File: src/rtl/conn_table_arb_if.sv
// rtl/conn_table_arb_if.sv - requester, response and table-memory signals of the connection table arbiter
interface conn_table_arb_if #(
    parameter int KEY_W  = 104,
    parameter int ADDR_W = 16
);
    logic              req0_valid;
    logic              req0_ready;
    logic [KEY_W-1:0]  req0_key;
    logic [ADDR_W-1:0] req0_hash;
    logic              req1_valid;
    logic              req1_ready;
    logic [KEY_W-1:0]  req1_key;
    logic [ADDR_W-1:0] req1_hash;

    logic              rsp0_valid;
    logic [ADDR_W-1:0] rsp0_id;
    logic              rsp0_new;
    logic              rsp0_fail;
    logic              rsp1_valid;
    logic [ADDR_W-1:0] rsp1_id;
    logic              rsp1_new;
    logic              rsp1_fail;

    logic [ADDR_W-1:0] mem_addr;
    logic              mem_rd_en;
    logic [KEY_W-1:0]  mem_rd_data;
    logic              mem_wr_en;
    logic [KEY_W-1:0]  mem_wr_data;

    modport slave (
        input  req0_valid, req0_key, req0_hash, req1_valid, req1_key, req1_hash, mem_rd_data,
        output req0_ready, req1_ready,
        output rsp0_valid, rsp0_id, rsp0_new, rsp0_fail,
        output rsp1_valid, rsp1_id, rsp1_new, rsp1_fail,
        output mem_addr, mem_rd_en, mem_wr_en, mem_wr_data
    );

    modport master (
        output req0_valid, req0_key, req0_hash, req1_valid, req1_key, req1_hash, mem_rd_data,
        input  req0_ready, req1_ready,
        input  rsp0_valid, rsp0_id, rsp0_new, rsp0_fail,
        input  rsp1_valid, rsp1_id, rsp1_new, rsp1_fail,
        input  mem_addr, mem_rd_en, mem_wr_en, mem_wr_data
    );
endinterface

File: src/rtl/conn_table_arb.sv
// rtl/conn_table_arb.sv - two-requester round-robin lookup/insert engine for a linear-probed connection table
module conn_table_arb #(
    parameter int KEY_W     = 104,
    parameter int ADDR_W    = 16,
    parameter int MAX_PROBE = 16
) (
    input  logic             clk,
    input  logic             rst,
    conn_table_arb_if.slave  bus
);
    localparam int PW = $clog2(MAX_PROBE) + 1;

    typedef enum logic [1:0] {IDLE, RD, CMP, RESP} state_t;

    state_t            state_q, state_d;
    logic [KEY_W-1:0]  key_q, key_d;
    logic [ADDR_W-1:0] slot_q, slot_d;
    logic [PW-1:0]     probe_cnt_q, probe_cnt_d;
    logic              sel_q, sel_d;
    logic              last_q, last_d;
    logic [ADDR_W-1:0] id0_q, id0_d, id1_q, id1_d;
    logic              new0_q, new0_d, new1_q, new1_d;
    logic              fail0_q, fail0_d, fail1_q, fail1_d;

    logic              grant0, grant1, wr_hit, rd_en, wr_en;
    logic              res_load, res_new, res_fail;
    logic [ADDR_W-1:0] res_id, acc_hash;
    logic [KEY_W-1:0]  acc_key;

    always_comb begin
        grant0   = (state_q == IDLE) && bus.req0_valid && (!bus.req1_valid || last_q);
        grant1   = (state_q == IDLE) && bus.req1_valid && (!bus.req0_valid || !last_q);
        acc_key  = grant1 ? bus.req1_key  : bus.req0_key;
        acc_hash = grant1 ? bus.req1_hash : bus.req0_hash;

        state_d     = state_q;
        key_d       = key_q;
        slot_d      = slot_q;
        probe_cnt_d = probe_cnt_q;
        sel_d       = sel_q;
        last_d      = last_q;
        res_load    = 1'b0;
        res_id      = '0;
        res_new     = 1'b0;
        res_fail    = 1'b0;
        wr_hit      = 1'b0;

        case (state_q)
            IDLE: begin
                if (grant0 || grant1) begin
                    key_d       = acc_key;
                    slot_d      = acc_hash;
                    probe_cnt_d = '0;
                    sel_d       = grant1;
                    last_d      = grant1;
                    // An all-zero key would be indistinguishable from an empty slot.
                    if (acc_key == '0) begin
                        state_d  = RESP;
                        res_load = 1'b1;
                        res_fail = 1'b1;
                    end else begin
                        state_d  = RD;
                    end
                end
            end
            RD: state_d = CMP;
            CMP: begin
                if (bus.mem_rd_data == key_q) begin
                    state_d  = RESP;
                    res_load = 1'b1;
                    res_id   = slot_q;
                end else if (bus.mem_rd_data == '0) begin
                    state_d  = RESP;
                    wr_hit   = 1'b1;
                    res_load = 1'b1;
                    res_id   = slot_q;
                    res_new  = 1'b1;
                end else if (probe_cnt_q == PW'(MAX_PROBE - 1)) begin
                    state_d  = RESP;
                    res_load = 1'b1;
                    res_fail = 1'b1;
                end else begin
                    state_d     = RD;
                    probe_cnt_d = probe_cnt_q + 1'b1;
                    slot_d      = slot_q + 1'b1;
                end
            end
            RESP: state_d = IDLE;
            default: state_d = IDLE;
        endcase

        id0_d   = id0_q;
        new0_d  = new0_q;
        fail0_d = fail0_q;
        id1_d   = id1_q;
        new1_d  = new1_q;
        fail1_d = fail1_q;
        if (res_load && sel_d) begin
            id1_d   = res_id;
            new1_d  = res_new;
            fail1_d = res_fail;
        end else if (res_load) begin
            id0_d   = res_id;
            new0_d  = res_new;
            fail0_d = res_fail;
        end
    end

    always_ff @(posedge clk) begin
        if (rst) begin
            state_q     <= IDLE;
            key_q       <= '0;
            slot_q      <= '0;
            probe_cnt_q <= '0;
            sel_q       <= 1'b0;
            last_q      <= 1'b1;
            id0_q       <= '0;
            new0_q      <= 1'b0;
            fail0_q     <= 1'b0;
            id1_q       <= '0;
            new1_q      <= 1'b0;
            fail1_q     <= 1'b0;
        end else begin
            state_q     <= state_d;
            key_q       <= key_d;
            slot_q      <= slot_d;
            probe_cnt_q <= probe_cnt_d;
            sel_q       <= sel_d;
            last_q      <= last_d;
            id0_q       <= id0_d;
            new0_q      <= new0_d;
            fail0_q     <= fail0_d;
            id1_q       <= id1_d;
            new1_q      <= new1_d;
            fail1_q     <= fail1_d;
        end
    end

    // Gating with rst keeps a write from landing in the same cycle reset abandons the request.
    assign rd_en           = (state_q == RD) && !rst;
    assign wr_en           = wr_hit && !rst;
    assign bus.mem_rd_en   = rd_en;
    assign bus.mem_wr_en   = wr_en;
    assign bus.mem_addr    = (rd_en || wr_en) ? slot_q : '0;
    assign bus.mem_wr_data = wr_en ? key_q : '0;

    assign bus.req0_ready  = grant0 && !rst;
    assign bus.req1_ready  = grant1 && !rst;
    assign bus.rsp0_valid  = (state_q == RESP) && !sel_q && !rst;
    assign bus.rsp1_valid  = (state_q == RESP) &&  sel_q && !rst;
    assign bus.rsp0_id     = rst ? '0 : id0_q;
    assign bus.rsp0_new    = new0_q  && !rst;
    assign bus.rsp0_fail   = fail0_q && !rst;
    assign bus.rsp1_id     = rst ? '0 : id1_q;
    assign bus.rsp1_new    = new1_q  && !rst;
    assign bus.rsp1_fail   = fail1_q && !rst;
endmodule

File: src/flat_wrapper.sv
// flat-port wrapper written by rule: the top's interface ports become plain ports
module conn_table_arb_flat 
#(
    parameter int KEY_W     = 104,
    parameter int ADDR_W    = 16,
    parameter int MAX_PROBE = 16
)
  (clk, rst, bus_req0_valid, bus_req0_key, bus_req0_hash, bus_req1_valid, bus_req1_key, bus_req1_hash, bus_mem_rd_data, bus_req0_ready, bus_req1_ready, bus_rsp0_valid, bus_rsp0_id, bus_rsp0_new, bus_rsp0_fail, bus_rsp1_valid, bus_rsp1_id, bus_rsp1_new, bus_rsp1_fail, bus_mem_addr, bus_mem_rd_en, bus_mem_wr_en, bus_mem_wr_data);
  conn_table_arb_if #(.KEY_W(KEY_W), .ADDR_W(ADDR_W)) bus_i ();
  input  logic clk;
  input  logic rst;
  input wire logic [$bits(bus_i.req0_valid)-1:0] bus_req0_valid;
  input wire logic [$bits(bus_i.req0_key)-1:0] bus_req0_key;
  input wire logic [$bits(bus_i.req0_hash)-1:0] bus_req0_hash;
  input wire logic [$bits(bus_i.req1_valid)-1:0] bus_req1_valid;
  input wire logic [$bits(bus_i.req1_key)-1:0] bus_req1_key;
  input wire logic [$bits(bus_i.req1_hash)-1:0] bus_req1_hash;
  input wire logic [$bits(bus_i.mem_rd_data)-1:0] bus_mem_rd_data;
  output wire logic [$bits(bus_i.req0_ready)-1:0] bus_req0_ready;
  output wire logic [$bits(bus_i.req1_ready)-1:0] bus_req1_ready;
  output wire logic [$bits(bus_i.rsp0_valid)-1:0] bus_rsp0_valid;
  output wire logic [$bits(bus_i.rsp0_id)-1:0] bus_rsp0_id;
  output wire logic [$bits(bus_i.rsp0_new)-1:0] bus_rsp0_new;
  output wire logic [$bits(bus_i.rsp0_fail)-1:0] bus_rsp0_fail;
  output wire logic [$bits(bus_i.rsp1_valid)-1:0] bus_rsp1_valid;
  output wire logic [$bits(bus_i.rsp1_id)-1:0] bus_rsp1_id;
  output wire logic [$bits(bus_i.rsp1_new)-1:0] bus_rsp1_new;
  output wire logic [$bits(bus_i.rsp1_fail)-1:0] bus_rsp1_fail;
  output wire logic [$bits(bus_i.mem_addr)-1:0] bus_mem_addr;
  output wire logic [$bits(bus_i.mem_rd_en)-1:0] bus_mem_rd_en;
  output wire logic [$bits(bus_i.mem_wr_en)-1:0] bus_mem_wr_en;
  output wire logic [$bits(bus_i.mem_wr_data)-1:0] bus_mem_wr_data;
  assign bus_i.req0_valid = bus_req0_valid;
  assign bus_i.req0_key = bus_req0_key;
  assign bus_i.req0_hash = bus_req0_hash;
  assign bus_i.req1_valid = bus_req1_valid;
  assign bus_i.req1_key = bus_req1_key;
  assign bus_i.req1_hash = bus_req1_hash;
  assign bus_i.mem_rd_data = bus_mem_rd_data;
  assign bus_req0_ready = bus_i.req0_ready;
  assign bus_req1_ready = bus_i.req1_ready;
  assign bus_rsp0_valid = bus_i.rsp0_valid;
  assign bus_rsp0_id = bus_i.rsp0_id;
  assign bus_rsp0_new = bus_i.rsp0_new;
  assign bus_rsp0_fail = bus_i.rsp0_fail;
  assign bus_rsp1_valid = bus_i.rsp1_valid;
  assign bus_rsp1_id = bus_i.rsp1_id;
  assign bus_rsp1_new = bus_i.rsp1_new;
  assign bus_rsp1_fail = bus_i.rsp1_fail;
  assign bus_mem_addr = bus_i.mem_addr;
  assign bus_mem_rd_en = bus_i.mem_rd_en;
  assign bus_mem_wr_en = bus_i.mem_wr_en;
  assign bus_mem_wr_data = bus_i.mem_wr_data;
  conn_table_arb #(.KEY_W(KEY_W), .ADDR_W(ADDR_W), .MAX_PROBE(MAX_PROBE)) u_core (.clk(clk), .rst(rst), .bus(bus_i));
endmodule
File: config.mk
export PLATFORM = sky130hd
export DESIGN_NAME = conn_table_arb_flat
export DESIGN_NICKNAME = d
export VERILOG_FILES = /design/src/rtl/conn_table_arb_if.sv /design/src/rtl/conn_table_arb.sv /design/src/flat_wrapper.sv
export SDC_FILE = /design/constraint.sdc
export NUM_CORES = 1
export LEC_CHECK = 0
export CAP_MARGIN = 25
export CELL_PAD_IN_SITES_DETAIL_PLACEMENT = 1
export CELL_PAD_IN_SITES_GLOBAL_PLACEMENT = 1
export CORE_AREA = 2 2 196 198
export CTS_CLUSTER_DIAMETER = 60
export DETAILED_ROUTE_END_ITERATION = 8
export DIE_AREA = 0 0 198 200
export GPL_ROUTABILITY_DRIVEN = 0
export HOLD_SLACK_MARGIN = 0.03
export PLACE_DENSITY_LB_ADDON = 0.2
export SYNTH_ARGS = -nofsm -noshare
export SYNTH_HDL_FRONTEND = slang
export SYNTH_SLANG_ARGS = --single-unit
export TNS_END_PERCENT = 1
File: constraint.sdc
create_clock -name clk -period 4 [get_ports clk]
set_input_delay 1 -clock clk [delete_from_list [all_inputs] [get_ports clk]]
set_output_delay 1 -clock clk [all_outputs]
set_load 0.03 [all_outputs]
# Word-level counts from Yosys, hierarchy flattened
# Cells that the tools add are included.
# word_totals
word_cells	96
register_bits	165
inputBits	348
output_inout_bits	162
# op_classes
n_eq_ne	9
n_reduce_logical	33
n_addsub	2
bitwise	1
n_mux	39
# ops
operator	count
$logic_not 104->1	2
$mux 104	2
$mux 16	11
$eq 104x104->1	1
$pmux 16 s2	1
$mux 5	4
$logic_and 1x1->1	17
$add 16x1->16 const B	1
$mux 1	12
$mux 2	5
$pmux 5 s2	1
$ne 2x2->1 const B	4
$pmux 2 s4	1
$add 5x1->5 const B	1
$eq 5x4->1 const B	1
$logic_not 1->1	5
$reduce_and 5->1	1
$eq 2x2->1 const B	2
$logic_or 1x1->1	4
$pmux 1 s2	2
$reduce_and 2->1	2
$eq 2x1->1 const B	1
$logic_not 2->1	1
$reduce_bool 2->1	1
$not 1->1	1

# Longest topological paths before layout
# depth
ltp_word	11
depth_mapped	11

# Least setup slack after synthesis
# No wires, ideal clock.
# synth_path
kind	input port to output port
from	input rst
to	output bus_mem_addr[11]
path_stages	5
path_slack_ns	0.064
arrival_ns	2.936
path_cell_list	clkbuf_1 > nor3b_1 > nor2_1 > buf_2 > nor2b_1
# synth_via
elab_chain_cells	4
word_cells_on_any_way	5
# synth_rtl
item	line	source
start, declared	flat_wrapper.sv:11	input logic rst;
$logic_not 1->1	conn_table_arb.sv:140	assign rd_en = (state_q == RD) && !rst;
$logic_and 1x1->1	conn_table_arb.sv:140	
named net bus_mem_rd_en	flat_wrapper.sv:30	output wire logic [$bits(bus_i.mem_rd_en)-1:0] bus_mem_rd_en;
$logic_or 1x1->1	conn_table_arb.sv:144	assign bus.mem_addr = (rd_en || wr_en) ? slot_q : '0;
$mux 16	conn_table_arb.sv:144	
end, declared	flat_wrapper.sv:29	output wire logic [$bits(bus_i.mem_addr)-1:0] bus_mem_addr;
# The timed path passes the listed nets, and every way through them passes these cells.

# Worst setup path after layout
# layout_path
from	input bus_mem_rd_data[81]
to	output bus_mem_wr_data[55]
# layout_via
elab_chain_cells	6
word_cells_on_any_way	7
# layout_rtl
item	line	source
start, declared	flat_wrapper.sv:18	input wire logic [$bits(bus_i.mem_rd_data)-1:0] bus_mem_rd_data;
$logic_not 104->1	conn_table_arb.sv:72	end else if (bus.mem_rd_data == '0) begin
$mux 1	conn_table_arb.sv:72	
$mux 1 (*)	conn_table_arb.sv:68	if (bus.mem_rd_data == key_q) begin
$mux 1 (*)	conn_table_arb.sv:48	case (state_q)
$logic_and 1x1->1 (*)	conn_table_arb.sv:141	assign wr_en = wr_hit && !rst;
$mux 104 (*)	conn_table_arb.sv:145	assign bus.mem_wr_data = wr_en ? key_q : '0;
end, declared	flat_wrapper.sv:32	output wire logic [$bits(bus_i.mem_wr_data)-1:0] bus_mem_wr_data;
# Mark *: on every way between the ends. The rest lies on a longest branch, timed or not.

==> metrics <==
outcome finished, violations left; failing checks setup timing; Placement Setup Slack -0.792 ns; cts bufs inserted 17; Fin Hold WS 0.475 ns; count of hold-fix buffers inserted at cts 0; fraction of layout instances using a drive strength above 1 24.1%; DR DRC count 0; Overflow after GRT 0; crit path time final 4.37 ns; max-slew violations 0; placed cell areas approximately 0.017 mm²; RSZ-0062 raised after global routing true; via count of the first global-routing pass 13.9k; flops & latches, synth between 150 and 200; die extent in x roughly 200 µm; clock tree from TritonCTS done; DPL Wire Length 52.6 mm; synthesized area 0.0103 mm²; slack of the critical path -0.367 ns; register-to-register setup slack about 0.36 ns; kind of capture point of the worst setup path output port; Mean Syn Cell Area 7.45 µm²; number of input and output port buffers inserted 509; max capacitance violation total 0; detail-routed via count per cell 5.33; routed length per placed instance 26.2 µm; Clock Skew 0.0225 ns; Bufs on Longest Clock Path 2; first-pass GRT wire length 93.0 mm; Synthesized Nets 1739; Ys Warns 0; post-detailed-routing wire length 66.2 mm; commonest non-fill, non-tap cell in the layout sky130_fd_sc_hd__clkdlybuf4s50_1; power per unit of standard cell area 274 mW/mm²; total setup violations reported at the end of the flow 121; area of the placeable core roughly 0.037 mm²; endpoints failing hold 0; data arrival time of the worst path 3.37 ns; number of nets in the finished design 2340; required time reported for the critical path endpoint roughly 3.0 ns; startpoint of the lowest-slack register-to-register path u_core.key_q[101]; Pleak between 7 and 8 nW; GR Util met3 ~6.6%; dominant synthesized flop cell sky130_fd_sc_hd__dfxtp_1; path type of the worst min-delay path register to register; clock root buffer sky130_fd_sc_hd__clkbuf_16; fraction of the yosys area taken by sequential cells 31.9%; count of vias placed by the detailed router 13.5k; effective utilization at floorplan between 20 and 30%; Achievable Freq 229 MHz; busiest grt layer met2; GRT met1 Usage 37.0%; actual transition at the worst max-transition pin 0.889 ns; met2 Usage GRT between 50% and 60%; commonest cells after routing, fill and taps aside 307 x sky130_fd_sc_hd__clkdlybuf4s50_1, 298 x sky130_fd_sc_hd__nand2_1, 201 x sky130_fd_sc_hd__buf_4, 165 x sky130_fd_sc_hd__dfxtp_1, 123 x sky130_fd_sc_hd__nor2_1; Cells after Synth 1388; worst-path fanout max 19; Slew headroom 40.8%; area of the multi-input gates 0.00722 mm²; number of H-tree branching levels 4; maximum number of pins on one net before global-route repair 111; standard-cell row count 71; fin area around 0.019 mm²; synth unique cells 55; clock network latency to the later pin of the worst-skew pair roughly 0.46 ns; count of flip-flops with a built-in enable after synthesis 0; antenna violation net count after detailed routing 0; Total Die Area 0.0396 mm²; signed area change from the synthesized netlist to the final layout 83.9%; Total Routing Usage GR between 30% and 40%; number of antenna violations at the first check in global routing 21; Min-Delay Startpoint u_core.id0_q[12]; Worst-path clk slew 0.08 ns; start point of the critical path bus_mem_rd_data[81]; io pins 510; nature of the critical path startpoint primary input; maximum ir drop on the vdd rail 0.301 mV; Initial DRC Count 773; post-synthesis async set-or-reset flop share 0%; final worst-path cycle share 109%; TritonCTS sink count between 150 and 200; FF/Latch Area between 0.003 and 0.004 mm²; die boundary height 200 µm; Fillers between 4k and 5k; type of the worst setup path primary input to output port; first drt pass iteration count 5
critical path, stage by stage:
cell	delay [ns]
sky130_fd_sc_hd__clkdlybuf4s50_1	0.44
sky130_fd_sc_hd__buf_4	0.15
sky130_fd_sc_hd__xnor2_1	0.37
sky130_fd_sc_hd__nand4_1	0.18
sky130_fd_sc_hd__nor2_1	0.20
sky130_fd_sc_hd__and4_4	0.28
sky130_fd_sc_hd__a21oi_4	0.07
sky130_fd_sc_hd__buf_12	0.15
sky130_fd_sc_hd__buf_16	0.16
sky130_fd_sc_hd__and2_1	0.21
sky130_fd_sc_hd__buf_12	0.15
area by class of cell:
| class | instances | area share (%) |
|---|---|---|
| Multi-Input combinational cell | 1083 | 38.0 |
| Antenna cell | 18 | 0.237 |
| Clock buffer | 17 | 2.24 |
| Timing Repair Buffer | 681 | 37.0 |
| Tap cell | 511 | 3.36 |
| Inverter | 41 | 0.809 |
| Sequential cell | 165 | 17.4 |
| Clock inverter | 15 | 1.05 |
worst paths after layout:
path | to | depth (start not counted)
max reg2reg | u_core.new0_q | 23
max | bus_mem_wr_data[55] | 11
min | u_core.id0_q[12] | 2
min reg2reg | u_core.id0_q[12] | 2
per-layer routing:
layer | wire length, µm | up-vias
met5 | 47 | -
met4 | 2820 | 8
met3 | 4860 | 129
met2 | 34000 | 648
met1 | 24500 | 6565
li1 | - | 6138
cells in the mapped netlist, types with 4 or more instances:
cell type / instances / area [µm²]
sky130_fd_sc_hd__nand2_1: 298 / 1120
sky130_fd_sc_hd__o21ai_0: 8 / 40.0
sky130_fd_sc_hd__a311oi_1: 105 / 920
sky130_fd_sc_hd__dfxtp_1: 165 / 3300
sky130_fd_sc_hd__mux2i_1: 42 / 420
sky130_fd_sc_hd__buf_1: 5 / 18.8
sky130_fd_sc_hd__nor2_1: 127 / 477
sky130_fd_sc_hd__nor3_1: 11 / 55.1
sky130_fd_sc_hd__a21oi_1: 22 / 110
sky130_fd_sc_hd__buf_4: 6 / 45.0
sky130_fd_sc_hd__nor4_1: 87 / 544
sky130_fd_sc_hd__o311ai_0: 5 / 43.8
sky130_fd_sc_hd__o31ai_1: 5 / 37.5
sky130_fd_sc_hd__nand4_1: 50 / 313
sky130_fd_sc_hd__nor2b_1: 15 / 93.8
sky130_fd_sc_hd__buf_2: 8 / 40.0
sky130_fd_sc_hd__and2_1: 106 / 663
sky130_fd_sc_hd__inv_1: 40 / 150
sky130_fd_sc_hd__xnor2_1: 105 / 920
sky130_fd_sc_hd__o21ai_1: 4 / 20.0
sky130_fd_sc_hd__and3_1: 7 / 43.8
sky130_fd_sc_hd__clkbuf_1: 75 / 282
sky130_fd_sc_hd__nand3_1: 34 / 170
sky130_fd_sc_hd__nand2b_1: 4 / 25.0
state kept, by name (all words and copies together), names as in the netlist, 2 cells and up:
| signal | cells |
|---|---|
| u_core.key_q | 104 |
| u_core.state_q | 2 |
| u_core.probe_cnt_q | 5 |
| u_core.id0_q | 16 |
| u_core.slot_q | 16 |
| u_core.id1_q | 16 |
report_power, final:
part           switching, mW  internal [mW]  leakage [nW]
sequential             0.245           1.78          1.36
clock                  0.906          0.858         0.300
combinational          0.694          0.728          6.25
total                   1.85           3.36          7.90
stage by stage:
stage          power [mW]  util (%)  setup TNS [ns]  cells
2_1_floorplan        2.46         -               0   1388
3_3_place_gp         3.34      45.9          -83.44   2456
6_report             5.21      50.8          -37.97   2531
4_1_cts              5.17      49.6          -43.95   2511
5_1_grt              5.39      50.8          -42.35   2530
3_5_place_dp         3.36      45.9          -87.31   2456
timing repair:
action                     in CTS  in global routing
resized for setup             145                118
cloned                          3                  0
pin swaps                      24                 21
setup endpoints to repair     121                158
buffers inserted               20                  3
logic make-up (layout without fill, tap and decap cells):
logic type | after synthesis | after routing | share of synthesized area, %
AOI/OAI and AO/OA | 177 | 177 | 13.5
xor gates and xnor gates | 105 | 105 | 8.89
adders and majority gates | 3 | 3 | 0.363
buffers and inverters | 140 | 754 | 5.93
DFF | 165 | 165 | 31.9
muxes | 44 | 44 | 4.36
other | 0 | 18 | 0
and+or+nand+nor | 754 | 754 | 35.0
(Power assumes the default switching activity.)
